### src/rtl/regfile_sb.sv
// Register file with a per-register busy scoreboard, two combinational read ports,
// and optional same-cycle write-to-read forwarding.
module regfile_sb #(
    parameter int unsigned ADDR_WIDTH = 5,
    parameter int unsigned DATA_WIDTH = 32,
    parameter bit          BYPASS     = 1'b1
) (
    input  logic                  clk,
    input  logic                  rst,
    input  logic                  wen,
    input  logic [ADDR_WIDTH-1:0] waddr,
    input  logic [DATA_WIDTH-1:0] wdata,
    input  logic                  iss_valid,
    input  logic [ADDR_WIDTH-1:0] iss_rd,
    input  logic [ADDR_WIDTH-1:0] raddr1,
    input  logic [ADDR_WIDTH-1:0] raddr2,
    output logic [DATA_WIDTH-1:0] rdata1,
    output logic [DATA_WIDTH-1:0] rdata2,
    output logic                  rbusy1,
    output logic                  rbusy2,
    output logic [ADDR_WIDTH:0]   busy_cnt
);

    localparam int unsigned       DEPTH   = 1 << ADDR_WIDTH;
    localparam logic [ADDR_WIDTH:0] CNT_ONE = {{ADDR_WIDTH{1'b0}}, 1'b1};

    logic [DATA_WIDTH-1:0] r_rf [DEPTH];
    logic [DEPTH-1:0]      r_busy;
    logic [ADDR_WIDTH:0]   r_busy_cnt;

    logic                  w_wr;
    logic                  w_iss;
    logic                  w_inc;
    logic                  w_dec;
    logic [DEPTH-1:0]      w_busy_next;
    logic                  w_hit1;
    logic                  w_hit2;

    // Issue is applied after writeback so a new producer keeps the bit set.
    always_comb begin
        w_wr        = wen && (waddr != '0);
        w_iss       = iss_valid && (iss_rd != '0);
        w_busy_next = r_busy;
        if (w_wr) begin
            w_busy_next[waddr] = 1'b0;
        end
        if (w_iss) begin
            w_busy_next[iss_rd] = 1'b1;
        end
        w_inc = w_iss && !r_busy[iss_rd];
        w_dec = w_wr && r_busy[waddr] && !(w_iss && (iss_rd == waddr));
    end

    always_ff @(posedge clk) begin
        if (rst) begin
            for (int i = 0; i < int'(DEPTH); i++) begin
                r_rf[i] <= '0;
            end
            r_busy     <= '0;
            r_busy_cnt <= '0;
        end else begin
            if (w_wr) begin
                r_rf[waddr] <= wdata;
            end
            r_busy <= w_busy_next;
            case ({w_inc, w_dec})
                2'b10:   r_busy_cnt <= r_busy_cnt + CNT_ONE;
                2'b01:   r_busy_cnt <= r_busy_cnt - CNT_ONE;
                default: r_busy_cnt <= r_busy_cnt;
            endcase
        end
    end

    always_comb begin
        w_hit1 = BYPASS && wen && (waddr == raddr1) && (raddr1 != '0);
        w_hit2 = BYPASS && wen && (waddr == raddr2) && (raddr2 != '0);

        rdata1 = '0;
        if (raddr1 != '0) begin
            rdata1 = w_hit1 ? wdata : r_rf[raddr1];
        end
        rdata2 = '0;
        if (raddr2 != '0) begin
            rdata2 = w_hit2 ? wdata : r_rf[raddr2];
        end

        rbusy1   = r_busy[raddr1] && !w_hit1;
        rbusy2   = r_busy[raddr2] && !w_hit2;
        busy_cnt = r_busy_cnt;
    end

endmodule

### config.mk
export PLATFORM = sky130hd
export DESIGN_NAME = regfile_sb
export DESIGN_NICKNAME = d
export VERILOG_FILES = /design/src/rtl/regfile_sb.sv
export SDC_FILE = /design/constraint.sdc
export NUM_CORES = 2
export LEC_CHECK = 0
export ABC_CLOCK_PERIOD_IN_PS = 3700
export CAP_MARGIN = 5
export CORE_UTILIZATION = 53
export CTS_CLUSTER_SIZE = 28
export DETAILED_ROUTE_END_ITERATION = 8
export PLACE_DENSITY = 0.72
export SLEW_MARGIN = 20
export SYNTH_ARGS = -nofsm -noshare
export SYNTH_HDL_FRONTEND = slang
export SYNTH_SLANG_ARGS = --single-unit
### constraint.sdc
create_clock -name clk -period 3.7 [get_ports clk]
set_clock_uncertainty 0.1 [all_clocks]
set_input_delay 0.74 -clock clk [delete_from_list [all_inputs] [get_ports clk]]
set_output_delay 0.74 -clock clk [all_outputs]
set_load 0.03 [all_outputs]
== After elaboration in Yosys (flattened, before gate mapping) ==
Memory sizes are Yosys's and may differ from the RTL's.
Cells that the tools add are included.
Operators by class
  reductions and logical operators: 24
  eq/ne operators: 5
  add/sub/neg operators: 2
  bitwise gates (word level): 3
  magnitude comparators: 6
  muxes and demuxes: 27
Operators with widths (number)
  32-bit 2-to-1 mux: 7
  32-bit AND: 1
  32-bit NOT: 1
  32-bit bitwise OR: 1
  32-bit OR reduction: 1
  5-bit by 6-bit < comparator with 1-bit output (second input constant): 4
  1-bit binary-select mux with 5-bit select: 4
  5-bit nonzero test: 4
  5-bit equality test: 3
  1-bit logical AND: 14
  1-bit 2-to-1 mux: 12
  6-bit one-hot mux with 2 select lines: 1
  1-bit demux with 5-bit select: 2
  5-bit by 1-bit >= comparator with 1-bit output (second input constant): 2
  6-bit by 1-bit adder with 6-bit output (second input constant): 1
  6-bit by 1-bit subtractor with 6-bit output (second input constant): 1
  5-bit 2-to-1 mux: 1
  1-bit logical NOT: 4
  2-bit by 1-bit equality test with 1-bit output (second input constant): 1
  2-bit equality test (second input constant): 1
  2-bit nonzero test: 1
Word-level totals
  output and inout bits: 72
  memories kept: 1
  RAM bits: 1024
  register bits: 38
  bits of input ports: 56
Memories
  r_rf: words 32, width 32, read ports 2, clocked after memory_dff 0, write ports 32, RTL line 27  | logic [DATA_WIDTH-1:0] r_rf [DEPTH];

== Depth between registers and ports, before layout ==
  depth in word-level cells: 9
  depth in mapped cells: 15

== Least setup slack after synthesis ==
OpenSTA, ideal clock, no wires.
  path type: input to register
  from: input port waddr[0]
  to: register r_busy_cnt[4] (netlist: busy_cnt[4])
  path buffers: 2
  data required time: 3529 ps
  arrival: 3715 ps
  slack: -185 ps
  stages: 13
  cells stage by stage: buf_4 > buf_2 > mux4_2 > a22o_1 > a221oi_1 > a211oi_1 > ha_1 > ha_1 > nor2b_1 > o21a_1 > o21ai_0 > or3b_2 > a21oi_1
Between the ends
  longest elaborated chain between the ends: 6
RTL lines
  from (decl): RTL line 11  | input logic [ADDR_WIDTH-1:0] waddr,
  1-bit binary-select mux with 5-bit select, or another cell as far along: RTL line 51  | w_dec = w_wr && r_busy[waddr] && !(w_iss && (iss_rd == waddr));
  1-bit 2-to-1 mux (not written as such), or another cell as far along: RTL line 51
  1-bit logical AND / 1-bit logical NOT (equally long branches): RTL line 51
  1-bit logical AND (*): RTL line 51
  2-bit by 1-bit equality test with 1-bit output / 2-bit equality test (equally long branches): RTL line 66  | case ({w_inc, w_dec})
  6-bit one-hot mux with 2 select lines / 2-bit nonzero test (equally long branches)
  to (signal assigned): RTL line 67  | 2'b10: r_busy_cnt <= r_busy_cnt + CNT_ONE;
  to (signal assigned): RTL line 68  | 2'b01: r_busy_cnt <= r_busy_cnt - CNT_ONE;
  to (signal assigned): RTL line 69  | default: r_busy_cnt <= r_busy_cnt;
  to (decl): RTL line 29  | logic [ADDR_WIDTH:0] r_busy_cnt;
Mark *: on every way between the ends. The rest lies on a longest branch, timed or not. The select of a mux whose other input is x is not followed.
A chain may end at the register's enable or synchronous reset.

== Final worst setup path ==
  from: input port raddr2[0]
  to: output port rdata2[30]
Between the ends
  longest elaborated chain between the ends: 5
RTL lines
  from (decl): RTL line 16  | input logic [ADDR_WIDTH-1:0] raddr2,
  branches (longest 4 deep; another with memory 32 x 32 bit)
  32-bit 2-to-1 mux (*): RTL line 83  | if (raddr2 != '0) begin
  to (decl): RTL line 18  | output logic [DATA_WIDTH-1:0] rdata2,
Every way passes the cells marked *.

==> out/qor.txt <==
Pre-Repair DR Iteration Count = 5
Number of synthesized register bits = 1,062
CP max FO = 15
Core Area = 108,000 um2
Final Hold Viols = 0
CP Class = input pin to output pin
Setup TNS = -0.231 ns
Htree depth = 3
Met2 wire length = 90.5 mm
Failing checks = setup timing
Post-Layout Cell Count = 5,911
R2R setup slack = 0.29 ns
Final Total Pwr = 30.5 mW
CTS root buf = clkbuf_16
DR vias = 40.1k
CTS Sinks = 1,062
Syn Inst Count = 3,981
Layout net count = 4,478
Yosys warns = 0
Full die area = 110,000 um2
CP Capture Type = output pin
VDD IR max = 0.415 mV
Final ANT Viol Nets = 0
Vias/cell = 6.79
Top Layer Used = met4
RSZ-0062 raised after global routing = yes
Post-Layout Inst Area = 70,800 um2
Post-DR wirelength/cell = 32.5 um
Met3 wire length = 25.5 mm
Placed cell count = 5,636
Worst reg-to-reg path cell count = 12
IO Pins = 128
Total Routing Usage GR = 34.6%
Hold Path Class = input pin to flop
Vias in the first global route = 39.7k
Crit path launch = raddr2[0]
First-pass GRT wire length = 274 mm
DRC violations left = 0
Worst path bufs/invs = 5
Hold Crit Depth = 2
Status = finished, violations left
Crit-path max cell delay = 0.57 ns
Gr ovfl total = 0
Post-synthesis async set-or-reset flop share = 0%
Commonest non-fill, non-tap cell in the layout = edfxtp_1
Slew Limit Fails = 0
Reg2reg end = busy_cnt[4]
Post-DP HPWL = 120 mm
Detailed Route WL = 192 mm
Crit start category = input pin
R2r startpoint = r_busy[3]
CP delay by family, top = buffers and inverters
Slew Limit Headroom = 16.6%
CTS Buf Count = 111
Clk buf depth = 3
Sequential-to-total area share from yosys stat = 54.6%
Leakage power total = 25.4 nW
Pin count of the biggest net entering global routing = 50
Hold Slack = 0.365 ns
Syn avg cell area = 14.5 um2
Post-Place Setup Slack = -0.777 ns
Met1 Routed Length = 66.6 mm
Starting density of the core = 53.7%
Worst slew pin tran = 1.25 ns
Pwr dens = 430 nW/um2
Clock transition at path regs = 0.06 ns
Crit path DAT = 2.93 ns
Placed cell area = 65,400 um2
Initial detailed-routing violation count = 6,083
Setup violations, final = 7
Yosys cell types = 55
Final min period = 3.77 ns
Max cap viols = 0
Worst path cell trace = buf_16, buf_16, mux4_2, a22o_1, a311oi_2, buf_4, o31a_1, a211oi_1, buf_4, buf_12
Tcrit/Tclk final = 102%
Number of synthesized flops with an enable pin = 1,024
CP max-delay cell = mux4_2
Chip Width = 332 um
Input/output buffers = 127
Die height = 332 um
Utilization after layout = 65.8%
Commonest non-fill, non-tap cells in the layout = edfxtp_1, and2_1, mux4_2, buf_4, buf_12
Clock Latency Late Sink = 0.71 ns
Maximum clock rate = 265 MHz
Hold_sp = rst
Syn-to-layout area delta = 22.5%
Primary FF master, synth = edfxtp_1
CTS tree = done
Share of cells above drive strength 1 = 35.9%
Cell Rows = 120
WHS Endpoint = r_busy[6]
Initial antenna violation count = 6
Worst endpoint required time = 2.86 ns
GP Congestion = 0.989
Mapped cell area = 57,700 um2
Final worst-path setup slack = -0.0671 ns
Fillers = 7,299
## area by class of cell
cell class | instances | area (um2) | area share (%)
clock buffer | 145 | 3030 | 4.29
clock inverter | 59 | 502 | 0.709
inverter | 31 | 116 | 0.164
multi-input combinational | 2493 | 25300 | 35.8
sequential | 1062 | 31500 | 44.5
timing repair buffer | 717 | 8520 | 12.0
tap | 1403 | 1760 | 2.48
antenna | 1 | 2.50 | 0.00354
## worst register-to-register path, delay by kind of cell, from the launching register on
kind / cells / cell delay (ns)
compound gates: 5 / 0.77
fa+ha+maj: 2 / 0.52
flops: 1 / 0.38
mux: 1 / 0.48
simple gates: 4 / 1.10
## flip-flops by register name (all words and copies together), names as in the netlist
signal	cells
r_rf	1024
r_busy	32
busy_cnt	6
## repair_timing
item / CTS / global route
pin swaps: 47 / 28
cloned: 10 / 4
buffers inserted: 24 / 37
resized for setup: 143 / 100
hold buffers: 0 / 0
endpoints found under the setup margin: 67 / 65
## synthesized netlist by cell type (all sizes together), types with 38 or more instances
cell type	instances	area [um2]
mux4	514	11700
mux2	99	1110
buf	138	786
o22ai	77	482
o21ai	49	245
nand2	94	353
clkbuf	289	1080
and2	995	6220
edfxtp	1024	30700
nor2	152	573
a22oi	163	1220
nor3	68	345
dfxtp	38	761
## logic make-up (layout without fill, tap and decap cells)
logic type	after synthesis	in the layout	share of synthesized area, %
DFF	1062	1062	54.6
buffers and inverters	458	952	3.44
muxes	646	646	22.8
xor gates and xnor gates	18	18	0.273
and+or+nand+nor	1381	1382	13.8
other	1	33	0.00649
AOI/OAI and AO/OA	409	409	4.97
adders and majority gates	6	6	0.143
## where the power goes
part           total [mW]  switching (mW)  internal (mW)
sequential           14.2           0.341           13.8
combinational        5.21            2.68           2.52
clock                11.1            4.78           6.29
## worst max-delay path by stage
| stage | to | depth (start not counted) | slack (ns) |
|---|---|---|---|
| final | rdata2[30] | 10 | -0.07 |
| after global routing | rdata2[30] | 10 | -0.12 |
| after CTS | rdata2[5] | 10 | -0.04 |
| after detailed placement | busy_cnt[4] | 14 | -0.78 |
| after global placement | busy_cnt[4] | 13 | -0.75 |
| after floorplan | busy_cnt[4] | 12 | 0.01 |
## routing by layer
| metal | track usage [%] | vias up |
|---|---|---|
| met2 | 54.7 | 3101 |
| met3 | 8.93 | 593 |
| met1 | 44.8 | 20300 |
| met4 | 16.2 | 0 |
| met5 | 0 | - |
| li1 | - | 16100 |
Power figures use the tool's default switching activity.
